### src/rtl/led_status_driver.sv
`default_nettype none
// ============================================================================
// Module   : led_status_driver
// Purpose  : Multi-channel LED status driver with shared tick prescaler and
//            per-channel off / follow / blink / pulse-code modes.
//            Optional PWM dimming is enabled by defining LED_STATUS_PWM_EN.
// Revision : 1.0
// ============================================================================
module led_status_driver #(
   parameter int NUM_LEDS       = 8,
   parameter int PRESCALE       = 83000,
   parameter int PRESCALE_WIDTH = 17,
   parameter int PERIOD_WIDTH   = 10,
   parameter int GAP_MULT       = 4
) (
   input  logic                    int_clock,
   input  logic                    int_reset,
   input  logic [NUM_LEDS-1:0]     led_in,
   input  logic                    cfg_write,
   input  logic [3:0]              cfg_channel,
   input  logic [1:0]              cfg_mode,
   input  logic [PERIOD_WIDTH-1:0] cfg_period,
   input  logic [3:0]              cfg_count,
   input  logic [3:0]              brightness,
   output logic                    tick,
   output logic [NUM_LEDS-1:0]     leds
);

   localparam int C_PHASE_WIDTH = PERIOD_WIDTH + $clog2(GAP_MULT);
   localparam logic [PRESCALE_WIDTH-1:0] C_PRESCALE_LAST = PRESCALE_WIDTH'(PRESCALE - 1);
   localparam logic [C_PHASE_WIDTH-1:0]  C_GAP_MULT      = C_PHASE_WIDTH'(GAP_MULT);
   localparam logic [1:0] C_MODE_OFF    = 2'd0;
   localparam logic [1:0] C_MODE_FOLLOW = 2'd1;
   localparam logic [1:0] C_MODE_BLINK  = 2'd2;
   localparam logic [1:0] C_MODE_CODE   = 2'd3;

   typedef enum logic [1:0] {
      ST_ON  = 2'd0,
      ST_OFF = 2'd1,
      ST_GAP = 2'd2
   } chan_state_t;

   logic [PRESCALE_WIDTH-1:0] r_prescale;
   logic                      r_tick;

   always_ff @(posedge int_clock) begin
      if (!int_reset) begin
         r_prescale <= '0;
         r_tick     <= 1'b0;
      end else if (r_prescale == C_PRESCALE_LAST) begin
         r_prescale <= '0;
         r_tick     <= 1'b1;
      end else begin
         r_prescale <= r_prescale + 1'b1;
         r_tick     <= 1'b0;
      end
   end

   assign tick = r_tick;

   logic [NUM_LEDS-1:0] w_lit;
   logic [NUM_LEDS-1:0] w_sel;
   logic [NUM_LEDS-1:0] w_restart_lit;

   generate
      for (genvar i = 0; i < NUM_LEDS; i++) begin : g_ch
         logic [1:0]               r_mode;
         logic [PERIOD_WIDTH-1:0]  r_period;
         logic [3:0]               r_count;
         logic [C_PHASE_WIDTH-1:0] r_phase;
         logic [3:0]               r_pulse;
         chan_state_t              r_state;
         logic [C_PHASE_WIDTH-1:0] w_half_last;
         logic [C_PHASE_WIDTH-1:0] w_gap_last;

         assign w_half_last = C_PHASE_WIDTH'(r_period);
         assign w_gap_last  = (w_half_last + 1'b1) * C_GAP_MULT - 1'b1;
         assign w_sel[i]    = cfg_write && (cfg_channel == 4'(i));

         assign w_lit[i] = (r_mode == C_MODE_FOLLOW) ? led_in[i] :
                           (r_mode == C_MODE_BLINK)  ? (r_state == ST_ON) :
                           (r_mode == C_MODE_CODE)   ? ((r_count != 4'd0) && (r_state == ST_ON)) :
                                                       1'b0;

         // Value the channel shows right after a write, so the LED reacts in one clock.
         assign w_restart_lit[i] = (cfg_mode == C_MODE_FOLLOW) ? led_in[i] :
                                   (cfg_mode == C_MODE_BLINK)  ? 1'b1 :
                                   (cfg_mode == C_MODE_CODE)   ? (cfg_count != 4'd0) :
                                                                 1'b0;

         always_ff @(posedge int_clock) begin
            if (!int_reset) begin
               r_mode   <= C_MODE_OFF;
               r_period <= '0;
               r_count  <= '0;
               r_phase  <= '0;
               r_pulse  <= '0;
               r_state  <= ST_ON;
            end else if (w_sel[i]) begin
               r_mode   <= cfg_mode;
               r_period <= cfg_period;
               r_count  <= cfg_count;
               r_phase  <= '0;
               r_pulse  <= '0;
               r_state  <= ST_ON;
            end else if (r_tick) begin
               case (r_mode)
                  C_MODE_BLINK: begin
                     if (r_phase == w_half_last) begin
                        r_phase <= '0;
                        r_state <= (r_state == ST_ON) ? ST_OFF : ST_ON;
                     end else begin
                        r_phase <= r_phase + 1'b1;
                     end
                  end
                  C_MODE_CODE: begin
                     if (r_count != 4'd0) begin
                        case (r_state)
                           ST_ON: begin
                              if (r_phase == w_half_last) begin
                                 r_phase <= '0;
                                 r_state <= ST_OFF;
                              end else begin
                                 r_phase <= r_phase + 1'b1;
                              end
                           end
                           ST_OFF: begin
                              if (r_phase == w_half_last) begin
                                 r_phase <= '0;
                                 if (r_pulse + 4'd1 == r_count) begin
                                    r_pulse <= '0;
                                    r_state <= ST_GAP;
                                 end else begin
                                    r_pulse <= r_pulse + 4'd1;
                                    r_state <= ST_ON;
                                 end
                              end else begin
                                 r_phase <= r_phase + 1'b1;
                              end
                           end
                           ST_GAP: begin
                              if (r_phase == w_gap_last) begin
                                 r_phase <= '0;
                                 r_state <= ST_ON;
                              end else begin
                                 r_phase <= r_phase + 1'b1;
                              end
                           end
                           default: begin
                              r_phase <= '0;
                              r_state <= ST_ON;
                           end
                        endcase
                     end
                  end
                  default: begin
                  end
               endcase
            end
         end
      end
   endgenerate

   logic w_gate;

`ifdef LED_STATUS_PWM_EN
   logic [3:0] r_pwm;

   always_ff @(posedge int_clock) begin
      if (!int_reset) begin
         r_pwm <= 4'd0;
      end else begin
         r_pwm <= r_pwm + 4'd1;
      end
   end

   assign w_gate = (r_pwm <= brightness);
`else
   // Without dimming the gate is always open; brightness is referenced only to keep the port tied in.
   assign w_gate = 1'b1 | (|brightness);
`endif

   always_ff @(posedge int_clock) begin
      if (!int_reset) begin
         leds <= '0;
      end else begin
         leds <= ((w_sel & w_restart_lit) | (~w_sel & w_lit)) & {NUM_LEDS{w_gate}};
      end
   end

endmodule
`default_nettype wire

### config.mk
export PLATFORM = sky130hd
export DESIGN_NAME = led_status_driver
export DESIGN_NICKNAME = d
export VERILOG_FILES = /design/src/rtl/led_status_driver.sv
export SDC_FILE = /design/constraint.sdc
export NUM_CORES = 1
export LEC_CHECK = 0
export ABC_AREA = 1
export BUFFER_PORTS_ARGS = -buffer_cell sky130_fd_sc_hd__buf_4
export CORE_MARGIN = 2
export CORE_UTILIZATION = 45
export DETAILED_ROUTE_END_ITERATION = 6
export GPL_ROUTABILITY_DRIVEN = 0
export PLACE_DENSITY = 0.64
export SLEW_MARGIN = 20
export SYNTH_ARGS = -nofsm -noshare
export SYNTH_HDL_FRONTEND = slang
export SYNTH_SLANG_ARGS = --single-unit
### constraint.sdc
create_clock -name int_clock -period 5.36 [get_ports int_clock]
set_clock_uncertainty 0.1 [all_clocks]
set_input_delay 1.072 -clock int_clock [delete_from_list [all_inputs] [get_ports int_clock]]
set_output_delay 1.072 -clock int_clock [all_outputs]
set_load 0.01 [all_outputs]
==> summary.md, run 1 <==
| Metric | Value |
|---|---|
| Worst hold path type | `reg -> reg` |
| WL met3 | `3010 µm` |
| Top Layer Used | `met4` |
| P_leak | `8.90 nW` |
| Met2 wire len | `23500 µm` |
| Worst path cell trace | `buf_4 > buf_4 > nand2_1 > inv_1 > o21ai_0 > a21oi_1` |
| Commonest non-fill, non-tap cell in the layout | `nand2_1` |
| Synth Warn # | `0` |
| Slew HR | `42.7%` |
| Crit. End Element | `flip-flop` |
| Die H | `210 µm` |
| Share of layout cells above drive strength 1 | `6.98%` |
| Post-DP Area | `19800 µm²` |
| Post-synthesis cell type count | `52` |
| Syn_area_per_cell | `6.35 µm²` |
| Core area | `41900 µm²` |
| Initial detailed-routing violation count | `1544` |
| Peak supply drop | `201 µV` |
| # diodes | `0` |
| Via Count | `19112` |
| Vias per cell | `5.33` |
| Die Wd | `210 µm` |
| Setup CP Type | `in -> reg` |
| Starting Density | `45.6%` |
| Clock sinks | `298` |
| Fin crit share | `54.5%` |
| GRT Util Overall | `23.6%` |
| Largest net degree at the start of global routing | `69` |
| Clock insertion delay at the later pin of the skew report | `0.54 ns` |
| Maximum fanout along the worst path | `68` |
| Seq/Total Area, Yosys | `31.2%` |
| Placed cell count | `3523` |
| I/O pin total | `44` |
| CTS hold repair buffers | `0` |
| Pwr Density | `243 nW/µm²` |
| Vias in the first global route | `17683` |
| Setup repair bufs after CTS | `0` |
| Initial antenna violation count | `0` |
| Final Hold Viols | `0` |
| Reg2reg path depth | `16` |
| Post-route ant nets | `0` |
| Register area | `5970 µm²` |
| Total gr overflow | `0` |
| Post-DP HPWL | `37600 µm` |
| Clk pin slew, worst setup/hold paths | `0.05 ns` |
| Drt total wl | `52000 µm` |
| Final setup violation count | `0` |
| Fillers | `4202` |
| Number of cells on the critical path | `6` |
| Root buf cell | `clkbuf_16` |
| CP bufs+invs | `3` |
| Total of max-cap violations | `0` |
| CP startpoint kind | `primary input` |
| Synthesis-to-finish area growth | `9.92%` |
| Area of the multi-input gates | `11300 µm²` |
| Unrepaired setup endpoints after global routing | `no` |
| Drc violations | `0` |
| Req. time, crit path | `5.72 ns` |
| Fin cells | `3589` |
| Status | `finished clean` |
| Most frequent cells in the layout | `nand2_1 (799), inv_1 (391), nor2_1 (316)` |
| Resized Gates After CTS | `0` |
| Worst path most repeated cell | `buf_4` |
| Post-Syn Nets | `3082` |
| Drt pass-1 iters | `6` |
| Final instance area | `21000 µm²` |
| Pre-CTS setup slack | `1.96 ns` |
| Max Slew Vio Count | `0` |
| Maximum clock path buffer count | `3` |
| TritonCTS Buffers | `37` |
| Cell family with most CP delay | `buffers and inverters` |
| Critical path arrival | `3.28 ns` |
| Die Area | `44200 µm²` |
| Seq cells post-synth | `298` |
| Slowest CP cell | `inv_1` |
| Delay of the slowest critical-path stage | `0.62 ns` |
| Synthesized area | `19100 µm²` |
| Minimum clock period | `2.92 ns` |
| TNS Setup | `0 ns` |
| CTS tree | `built` |
| Hold path depth | `1` |
| Post-Syn Instances | `3014` |
| Setup WS post-layout | `2.44 ns` |
| FMAX | `0.342 GHz` |
| H-tree Lvls | `2` |
| Global-route wire length before repair | `86300 µm` |
| Total power | `0.00510 W` |
| Slew at the pin closest to its max-slew limit | `0.854 ns` |
| Drt wl/cell | `14.5 µm` |
| Final nets | `3091` |
| WL met1 | `24200 µm` |
| Std cell rows | `75` |
| Port-buffer cells | `39` |
## metal layers
layer  up-vias  GRT usage, %
met5         -             0
met4         0          7.56
met3        96          3.43
met2       508          39.1
met1      8733          31.7
li1       9775             -
## final timing paths
check | start | endpoint | slack (ns)
max | int_reset | g_ch[0].r_phase[9] | 2.44
min | r_prescale[0] | r_prescale[0] | 0.35
max reg2reg | g_ch[4].r_period[1] | g_ch[4].r_phase[0] | 2.50
min reg2reg | r_prescale[0] | r_prescale[0] | 0.35
## registers in the layout, indices dropped and copies added (netlist names)
name           cells
tick               1
g_ch.r_period     80
g_ch.r_pulse      32
g_ch.r_state      16
r_prescale        17
g_ch.r_mode       16
leds               8
g_ch.r_phase      96
g_ch.r_count      32
## worst reg2reg max path, stage by stage, from the launching register on
cell	delay, ns
dfxtp_1	0.61
ha_1	0.36
nand3_1	0.20
nor2_1	0.20
nand2_1	0.07
nand2_1	0.14
nand2_1	0.09
nor2_1	0.12
nand2_1	0.07
nand2_1	0.05
nand3_1	0.07
a21oi_1	0.13
nand2_1	0.13
nand2_2	0.13
nand2_2	0.08
nand2_4	0.14
a21oi_1	0.06
## synth_stat cells, drive strengths merged
| library cell | number | share of area [%] |
|---|---|---|
| nand2 | 824 | 17 |
| inv | 402 | 7.9 |
| nor2 | 361 | 7.8 |
| dfxtp | 298 | 31 |
| nand3 | 226 | 6.3 |
| a21oi | 165 | 4.3 |
| o21ai | 163 | 4.3 |
| xor2 | 123 | 5.7 |
| o22ai | 75 | 2.5 |
| nor3 | 56 | 1.5 |
| nand4 | 55 | 1.8 |
| clkbuf | 51 | 1.0 |
| xnor2 | 35 | 1.6 |
| ha | 33 | 2.2 |
| nor4 | 29 | 0.95 |
| buf | 24 | 0.90 |
| or2 | 15 | 0.49 |
| o31ai | 10 | 0.39 |
| nand3b | 8 | 0.31 |
| nor3b | 8 | 0.31 |
| o211ai | 7 | 0.27 |
| a211oi | 5 | 0.20 |
| a31oi | 5 | 0.16 |
| and3 | 4 | 0.13 |
| clkinv | 4 | 0.078 |
| o2111ai | 4 | 0.18 |
| o221ai | 4 | 0.18 |
| a2111oi | 3 | 0.14 |
| a22oi | 3 | 0.12 |
| nand2b | 3 | 0.098 |
| o21bai | 3 | 0.12 |
| a32oi | 2 | 0.092 |
| mux2i | 2 | 0.10 |
| a221oi | 1 | 0.046 |
| a41o | 1 | 0.052 |
| o21a | 1 | 0.039 |
| xnor3 | 1 | 0.12 |
## power by group
part | internal [W] | switching (W) | leakage, nW
logic | 0.0000785 | 0.000191 | 5.90
registers | 0.00224 | 0.0000277 | 2.40
clock network | 0.00158 | 0.000985 | 0.596
## stage by stage
stage / util [%] / hold slack [ns]
2_1_floorplan: - / 0.318
3_3_place_gp: 47.2 / 0.328
3_5_place_dp: 47.2 / 0.347
4_1_cts: 50.2 / 0.360
5_1_grt: 50.2 / 0.389
6_report: 50.2 / 0.351
## cell type report
| cell class | count | area share (%) |
|---|---|---|
| multi-input combinational | 2235 | 53.7 |
| sequential | 298 | 28.4 |
| inverter | 406 | 7.24 |
| clock buffer | 54 | 5.10 |
| tap | 539 | 3.21 |
| timing repair buffer | 45 | 1.61 |
| clock inverter | 12 | 0.827 |
## kinds of logic after synthesis
family | share of synthesized area [%]
buffers and inverters | 9.88
xor gates and xnor gates | 7.43
and+or+nand+nor | 36.2
AOI/OAI and AO/OA | 13.0
adders and majority gates | 2.16
DFF | 31.2
muxes | 0.105
Power figures use the tool's default switching activity.
==> run 2, diff against run 1 <==
--- a/config.mk
+++ b/config.mk
@@ -5,7 +5,7 @@
 export SDC_FILE = /design/constraint.sdc
 export NUM_CORES = 1
 export LEC_CHECK = 0
-export ABC_AREA = 1
+export ABC_AREA = 0
 export BUFFER_PORTS_ARGS = -buffer_cell sky130_fd_sc_hd__buf_4
 export CORE_MARGIN = 2
 export CORE_UTILIZATION = 45
==> constraint.sdc (replaced) <==
create_clock -name int_clock -period 3 [get_ports int_clock]
set_clock_uncertainty 0.1 [all_clocks]
set_input_delay 0.6 -clock int_clock [delete_from_list [all_inputs] [get_ports int_clock]]
set_output_delay 0.6 -clock int_clock [all_outputs]
set_load 0.01 [all_outputs]
==> run 2 against run 1 <==
Net effect: register-to-register slack got worse by 2.4 ns; first-iteration DRC count decreased by 42%; global-route usage fell by 1.3 points; sequential power increased by 78%; non-clock buffer count grew 104; clock power rose by 71%; largest cell class unchanged; largest power group unchanged; highest routed layer unchanged.
==> summary.md, run 2 <==
| Metric | Value |
|---|---|
| Largest family of logic cells by synthesized area | `simple AND/OR/NAND/NOR gates` |
| Minimum clock period | `2.92 ns` |
| Fillers | `3850 (-8.4%)` |
| Via Count | `16388 (-14%)` |
| Reg2reg path depth | `10 (-6)` |
| Reg with most FFs | `g_ch.r_phase` |
| Root buf cell | `clkbuf_16` |
| Peak supply drop | `441 µV (+120%)` |
| Total of max-cap violations | `0 (unchanged)` |
| Vias in the first global route | `15371 (-13%)` |
| Std cell rows | `74 (-1.3%)` |
| Area of the multi-input gates | `11800 µm² (+4.2%)` |
| Initial detailed-routing violation count | `903 (-42%)` |
| Pwr Density | `426 nW/µm² (+76%)` |
| Worst hold start | `led_in[7]` |
| Global-route wire length before repair | `77400 µm (-10%)` |
| Maximum clock path buffer count | `3 (unchanged)` |
| Fin crit share | `97.2%` |
| Register area | `5980 µm² (+0.19%)` |
| # diodes | `0 (unchanged)` |
| Commonest non-fill, non-tap cell in the layout | `nand2_1` |
| Drt wl/cell | `16.5 µm (+14%)` |
| Worst hold slack | `0.150 ns (-0.201 ns)` |
| Placed cell count | `2841 (-19%)` |
| Maximum fanout along the worst path | `6 (-91%)` |
| Final Hold Viols | `0 (unchanged)` |
| P_leak | `8.09 nW (-9.1%)` |
| Post-layout util | `51.5% (+1.3 points)` |
| Top flop regs | `g_ch.r_phase x96, g_ch.r_period x80` |
| Seq cells post-synth | `298 (unchanged)` |
| Hold path depth | `3 (+2)` |
| Sequential share of power | `45.2% (+0.8 points)` |
| Total gr overflow | `0 (unchanged)` |
| Post-DP Area | `19500 µm² (-1.7%)` |
| Core area | `40600 µm² (-3.3%)` |
| Drt pass-1 iters | `5 (-1)` |
| Main synth FF type | `dfxtp_1` |
| Mux share of post-synthesis cell area | `1.54% (+1.4 points)` |
| Combinational share of power | `5.3% (about the same)` |
| Synthesis-to-finish area growth | `13.5%` |
| Max FFs per register | `96 (unchanged)` |
| Slew HR | `57.1% (+14 points)` |
| Final instance area | `20900 µm² (-0.73%)` |
| Pint | `0.00682 W (+75%)` |
| Post-Synth XOR/XNOR Area | `18.4% (+11 points)` |
| Largest net degree at the start of global routing | `36 (-48%)` |
| Critical path arrival | `3.26 ns (-0.02 ns)` |
| Starting Density | `45.4% (-0.25 points)` |
| Setup CP Type | `reg -> reg` |
| Seq/Total Area, Yosys | `32.4% (+1.3 points)` |
| CTS tree | `built` |
| Commonest cells in the netlist | `nand2_1 (330), dfxtp_1 (298), nor2_1 (210)` |
| Req. time, crit path | `3.34 ns (-2.38 ns)` |
| Async S/R FF share, synth | `0% (unchanged)` |
| Worst hold path type | `in -> reg` |
| Area leader, netlist | `dfxtp_1` |
| FMAX | `0.343 GHz` |
| Drc violations | `0 (unchanged)` |
| Status | `finished clean` |
| Psw | `0.00208 W (+72%)` |
| Post-Syn Instances | `2338 (-22%)` |
| Vias per cell | `5.63 (+5.8%)` |
| Synth Area in Compound Gates | `14.0% (+0.93 points)` |
| I/O pin total | `44 (unchanged)` |
| Drt total wl | `47900 µm (-7.9%)` |
| Reg2Reg Capture Point | `g_ch[1].r_phase[1]` |
| Synthesized area | `18400 µm² (-3.9%)` |
| Crit. End Element | `flip-flop` |
| H-tree Lvls | `2 (unchanged)` |
| Share of layout cells above drive strength 1 | `12.2% (+5.2 points)` |
| Port-buffer cells | `39 (unchanged)` |
| Slew at the pin closest to its max-slew limit | `0.637 ns (-0.218 ns)` |
| Synth area leaders | `dfxtp_1 (32%), xnor2_1 (9.2%), xor2_1 (8.9%)` |
| Synth Warn # | `0 (unchanged)` |
| Initial antenna violation count | `0 (unchanged)` |
| Most frequent cells in the layout | `nand2_1 (329), dfxtp_1 (291), nor2_1 (209)` |
| Synth Area in Adders | `2.24% (+0.087 points)` |
| Sw Ratio | `23.4% (-0.25 points)` |
| Die H | `206 µm (-1.9%)` |
| GRT Util Overall | `22.3% (-1.3 points)` |
| Die Wd | `206 µm (-1.9%)` |
| Fin cells | `2909 (-19%)` |
| WHS Endpoint | `leds[7]` |
| R2R Path Start | `g_ch[1].r_period[0]` |
| Count leader, synth | `nand2_1` |
| Synth Area in Simple Gates | `26.7% (-9.5 points)` |
| Die Area | `42500 µm² (-3.8%)` |
| Post-route ant nets | `0 (unchanged)` |
| Max Slew Vio Count | `0 (unchanged)` |
| Final setup violation count | `0 (unchanged)` |
| Post-Syn Nets | `2406 (-22%)` |
| TNS Setup | `0 ns (unchanged)` |
| Clk pin slew, worst setup/hold paths | `0.07 ns (+0.02 ns)` |
| Post-synth EDFFs | `0 (unchanged)` |
| Reg2Reg Setup Slack | `0.08 ns (-2.42 ns)` |
| Syn_area_per_cell | `7.87 µm² (+24%)` |
| Synth top area share | `32.4% (+1.3 points)` |
| Clock share of power | `49.5% (-0.8 points)` |
| Post-DP HPWL | `33700 µm (-10%)` |
| Post-synthesis cell type count | `87 (+67%)` |
| Final nets | `2421 (-22%)` |
| Clock sinks | `298 (unchanged)` |
| CP startpoint kind | `flip-flop` |
| TritonCTS Buffers | `36 (-2.7%)` |
| Clock insertion delay at the later pin of the skew report | `0.55 ns (about the same)` |
run 2: cell count changes after synthesis, sizes merged, moves of 28 or more:
cell / delta
o22ai: -58
o21ai: -106
nor3: +30
inv: -368
xnor2: +158
clkbuf: +76
nand2: -493
and3: +39
a22o: +28
nor2: -151
xor2: +65
nand3: -124
run 2: area by class of cell:
cell class | instances | share of cell area (%)
clock buffer | 50 | 4.95
clock inverter | 12 | 0.695
inverter | 35 | 0.635
multi-input combinational | 1833 | 56.3
sequential | 298 | 28.6
tap | 532 | 3.19
timing repair buffer | 149 | 5.58
run 2: logic make-up (layout without fill, tap and decap cells):
| group | Yosys count | after routing |
|---|---|---|
| buf+inv | 207 | 246 |
| simple gates | 996 | 996 |
| xor+xnor | 383 | 383 |
| mux | 28 | 28 |
| flops | 298 | 298 |
| fa+ha+maj | 33 | 33 |
| compound gates | 393 | 393 |
run 2: critical path, stage by stage (launching register included):
cell       delay, ns
dfxtp_4         0.37
ha_4            0.16
or3_4           0.33
or3_4           0.41
a22oi_2         0.26
o2111ai_2       0.19
and3_4          0.25
nor4_4          0.28
o21ai_2         0.11
buf_6           0.14
a32o_1          0.20
run 2: power by group through the flow:
stage / clock, W / sequential (W) / combinational, W
4_1_cts: 0.00452 / 0.00402 / 0.000468
3_5_place_dp: 0 / 0.00411 / 0.000466
6_report: 0.00440 / 0.00402 / 0.000476
2_1_floorplan: 0 / 0.00409 / 0.000289
3_3_place_gp: 0 / 0.00411 / 0.000459
5_1_grt: 0.00465 / 0.00402 / 0.000515
run 2: layer usage:
| metal | routed length [µm] | vias to the layer above | GRT usage [%] |
|---|---|---|---|
| met5 | 0 | - | 0 |
| met4 | 1440 | 0 | 7.53 |
| met1 | 21600 | 7784 | 29.2 |
| li1 | - | 8143 | - |
| met2 | 22400 | 368 | 37.2 |
| met3 | 2530 | 93 | 3.78 |
run 2: how the worst max path moves through the flow:
stage,startpoint,endpoint,depth (start not counted)
global route,g_ch[1].r_period[0],g_ch[1].r_phase[8],12
detailed placement,g_ch[7].r_period[0],g_ch[7].r_phase[0],12
finish,g_ch[1].r_period[0],g_ch[1].r_phase[1],10
global placement,g_ch[3].r_period[1],g_ch[3].r_phase[0],12
CTS,g_ch[3].r_period[1],g_ch[3].r_phase[0],12
floorplan,g_ch[7].r_period[0],g_ch[7].r_phase[2],12
run 2: through the flow:
step           setup WS [ns]  power [W]
6_report              0.0829    0.00890
5_1_grt              -0.0672    0.00919
4_1_cts               0.0174    0.00901
3_5_place_dp          0.0454    0.00457
3_3_place_gp          0.0130    0.00456
2_1_floorplan          0.141    0.00438
run 2: what timing repair did:
item / in CTS / in global routing
setup endpoints to repair: 0 / 97
resized for setup: 0 / 52
setup buffers: 0 / 4
hold buffers: 0 / 0
==> run 3, diff against run 2 <==
--- a/config.mk
+++ b/config.mk
@@ -7,11 +7,14 @@
 export LEC_CHECK = 0
 export ABC_AREA = 0
 export BUFFER_PORTS_ARGS = -buffer_cell sky130_fd_sc_hd__buf_4
+export CAP_MARGIN = 5
+export CELL_PAD_IN_SITES_DETAIL_PLACEMENT = 1
+export CELL_PAD_IN_SITES_GLOBAL_PLACEMENT = 1
 export CORE_MARGIN = 2
 export CORE_UTILIZATION = 45
 export DETAILED_ROUTE_END_ITERATION = 6
 export GPL_ROUTABILITY_DRIVEN = 0
-export PLACE_DENSITY = 0.64
+export PLACE_DENSITY = 0.79
 export SLEW_MARGIN = 20
 export SYNTH_ARGS = -nofsm -noshare
 export SYNTH_HDL_FRONTEND = slang
==> constraint.sdc (replaced) <==
create_clock -name int_clock -period 3 [get_ports int_clock]
set_clock_uncertainty 0.1 [all_clocks]
set_input_delay 0.6 -clock int_clock [delete_from_list [all_inputs] [get_ports int_clock]]
set_output_delay 0.6 -clock int_clock [all_outputs]
set_load 0.1 [all_outputs]
==> run 3 against run 2 <==
Net effect: global-route usage grew 4.0 points; largest power group unchanged; flip-flop and latch count did not move; utilization barely moved; critical path type unchanged; clock power is 0.9% lower; worst hold slack better by 0.0061 ns.
==> summary.md, run 3 (same netlist as run 2, synthesis figures left out) <==
| Metric | Value |
|---|---|
| Clock insertion delay at the later pin of the skew report | `0.56 ns (about the same)` |
| Pwr Density | `425 nW/µm² (-0.14%)` |
| Fillers | `4943 (+28%)` |
| Largest net degree at the start of global routing | `61 (+69%)` |
| Final Hold Viols | `0 (unchanged)` |
| P_leak | `8.12 nW (+0.36%)` |
| Slew HR | `34.2% (-23 points)` |
| Req. time, crit path | `3.35 ns (about the same)` |
| Slew at the pin closest to its max-slew limit | `0.984 ns (+0.347 ns)` |
| Port-buffer cells | `39 (unchanged)` |
| Drc violations | `0 (unchanged)` |
| CTS hold repair buffers | `0 (unchanged)` |
| # diodes | `0 (unchanged)` |
| Drt wl/cell | `19.1 µm (+16%)` |
| Fin crit share | `97.7% (+0.45 points)` |
| TritonCTS Buffers | `36 (unchanged)` |
| Post-route ant nets | `0 (unchanged)` |
| Clock sinks | `298 (unchanged)` |
| Post-DP HPWL | `39800 µm (+18%)` |
| Most frequent cells in the layout | `nand2_1 (329), dfxtp_1 (286), nor2_1 (210)` |
| Clk pin slew, worst setup/hold paths | `0.06 ns (about the same)` |
| Std cell rows | `74 (unchanged)` |
| Crit. End Element | `flip-flop` |
| Die Wd | `206 µm (unchanged)` |
| Core area | `40600 µm² (unchanged)` |
| Worst hold path type | `in -> reg` |
| I/O pin total | `44 (unchanged)` |
| Die Area | `42500 µm² (unchanged)` |
| Total gr overflow | `0 (unchanged)` |
| Root buf cell | `clkbuf_16` |
| Synthesis-to-finish area growth | `13.6% (about the same)` |
| CP startpoint kind | `flip-flop` |
| Total power | `0.00889 W (about the same)` |
| Post-DP Area | `19500 µm² (+0.15%)` |
| Reg with most FFs | `g_ch.r_phase` |
| Share of layout cells above drive strength 1 | `12.8% (+0.57 points)` |
| Pre-CTS setup slack | `-0.143 ns (-0.188 ns)` |
| Setup WS post-layout | `0.0694 ns (-0.0135 ns)` |
| H-tree Lvls | `2 (unchanged)` |
| CTS tree | `built` |
| Global-route wire length before repair | `90700 µm (+17%)` |
| Initial antenna violation count | `2 (+2)` |
| Drt pass-1 iters | `5 (unchanged)` |
| Maximum clock path buffer count | `3 (unchanged)` |
| Peak supply drop | `516 µV (+17%)` |
| Critical path arrival | `3.28 ns (+0.02 ns)` |
| Vias in the first global route | `17569 (+14%)` |
| Max FFs per register | `96 (unchanged)` |
| TNS Setup | `0 ns (unchanged)` |
| Top flop regs | `g_ch.r_phase x96, g_ch.r_period x80` |
| Commonest non-fill, non-tap cell in the layout | `nand2_1` |
| Total of max-cap violations | `0 (unchanged)` |
| Worst hold slack | `0.156 ns (+0.00614 ns)` |
| Final setup violation count | `0 (unchanged)` |
| Starting Density | `45.4% (unchanged)` |
| Die H | `206 µm (unchanged)` |
| Setup CP Type | `reg -> reg` |
| Via Count | `16922 (+3.3%)` |
| Initial detailed-routing violation count | `828 (-8.3%)` |
| Maximum fanout along the worst path | `11 (+5)` |
| Final nets | `2421 (unchanged)` |
| Max Slew Vio Count | `0 (unchanged)` |
| Final instance area | `20900 µm² (about the same)` |
| GRT Util Overall | `26.3% (+4.0 points)` |
| FMAX | `0.341 GHz (-0.46%)` |
| Vias per cell | `5.81 (+3.1%)` |
| Drt total wl | `55500 µm (+16%)` |
| Minimum clock period | `2.93 ns (+0.0135 ns)` |
| Status | `finished clean` |
==> run 3: cell types whose count changed in the layout (fill, tap and decap cells not counted), sizes merged <==
cell    previous run  this run
clkinv             9        11
bufinv             3         1
clkbuf            50        47
inv               34        41
==> run 3: power by group <==
part / internal, W / leakage, nW / switching, W / total [W]
registers: 0.00398 / 2.41 / 0.0000374 / 0.00402
clock network: 0.00251 / 0.584 / 0.00185 / 0.00436
logic: 0.000170 / 5.13 / 0.000334 / 0.000503
total: 0.00666 / 8.12 / 0.00222 / 0.00889
==> run 3: cell type report <==
cell class	instances	area [µm²]	area share (%)
timing repair buffer	149	1180	5.65
inverter	35	133	0.635
sequential	298	5980	28.6
clock inverter	19	160	0.766
clock buffer	47	1010	4.85
multi-input combinational	1833	11800	56.3
tap	532	666	3.19
==> run 3: routing by layer <==
layer | vias up | global-route usage (%) | share of wire [%]
met5 | - | 0 | 0.047
met4 | 4 | 7.88 | 2.1
met3 | 89 | 3.42 | 4.0
met2 | 273 | 46.5 | 49
met1 | 8413 | 33.3 | 45
li1 | 8143 | - | -
==> run 3: timing repair <==
item / CTS / global route
gates cloned: 0 / 1
setup endpoints to repair: 21 / 85
pin swaps: 4 / 15
gates resized for setup: 6 / 49
setup buffers: 1 / 2
endpoints found under the hold margin: 0 / 0
==> run 3: path summary, 6_finish.rpt <==
kind                             from                 end  slack (ns)  cells past startpoint
setup / recovery  g_ch[1].r_period[0]  g_ch[1].r_phase[1]        0.07                     11
hold / removal              led_in[5]             leds[5]        0.16                      3
setup reg to reg  g_ch[1].r_period[0]  g_ch[1].r_phase[1]        0.07                     11
hold reg to reg         r_prescale[0]       r_prescale[0]        0.36                      1
==> run 3: critical path, cell delays in order, from the launching register on <==
cell	delay, ns
dfxtp_2	0.34
ha_2	0.20
or3_4	0.34
or3_4	0.39
a22oi_2	0.23
buf_4	0.15
xnor2_1	0.12
nand4_1	0.18
nor4_2	0.19
o21ai_1	0.12
buf_4	0.19
a32o_1	0.26
==> run 3: stage by stage <==
| stage | util [%] | cells |
|---|---|---|
| after floorplan | - | 2338 |
| after global placement | 48.0 | 2843 |
| after detailed placement | 48.0 | 2843 |
| after CTS | 51.0 | 2910 |
| after global routing | 51.5 | 2913 |
| final | 51.5 | 2913 |
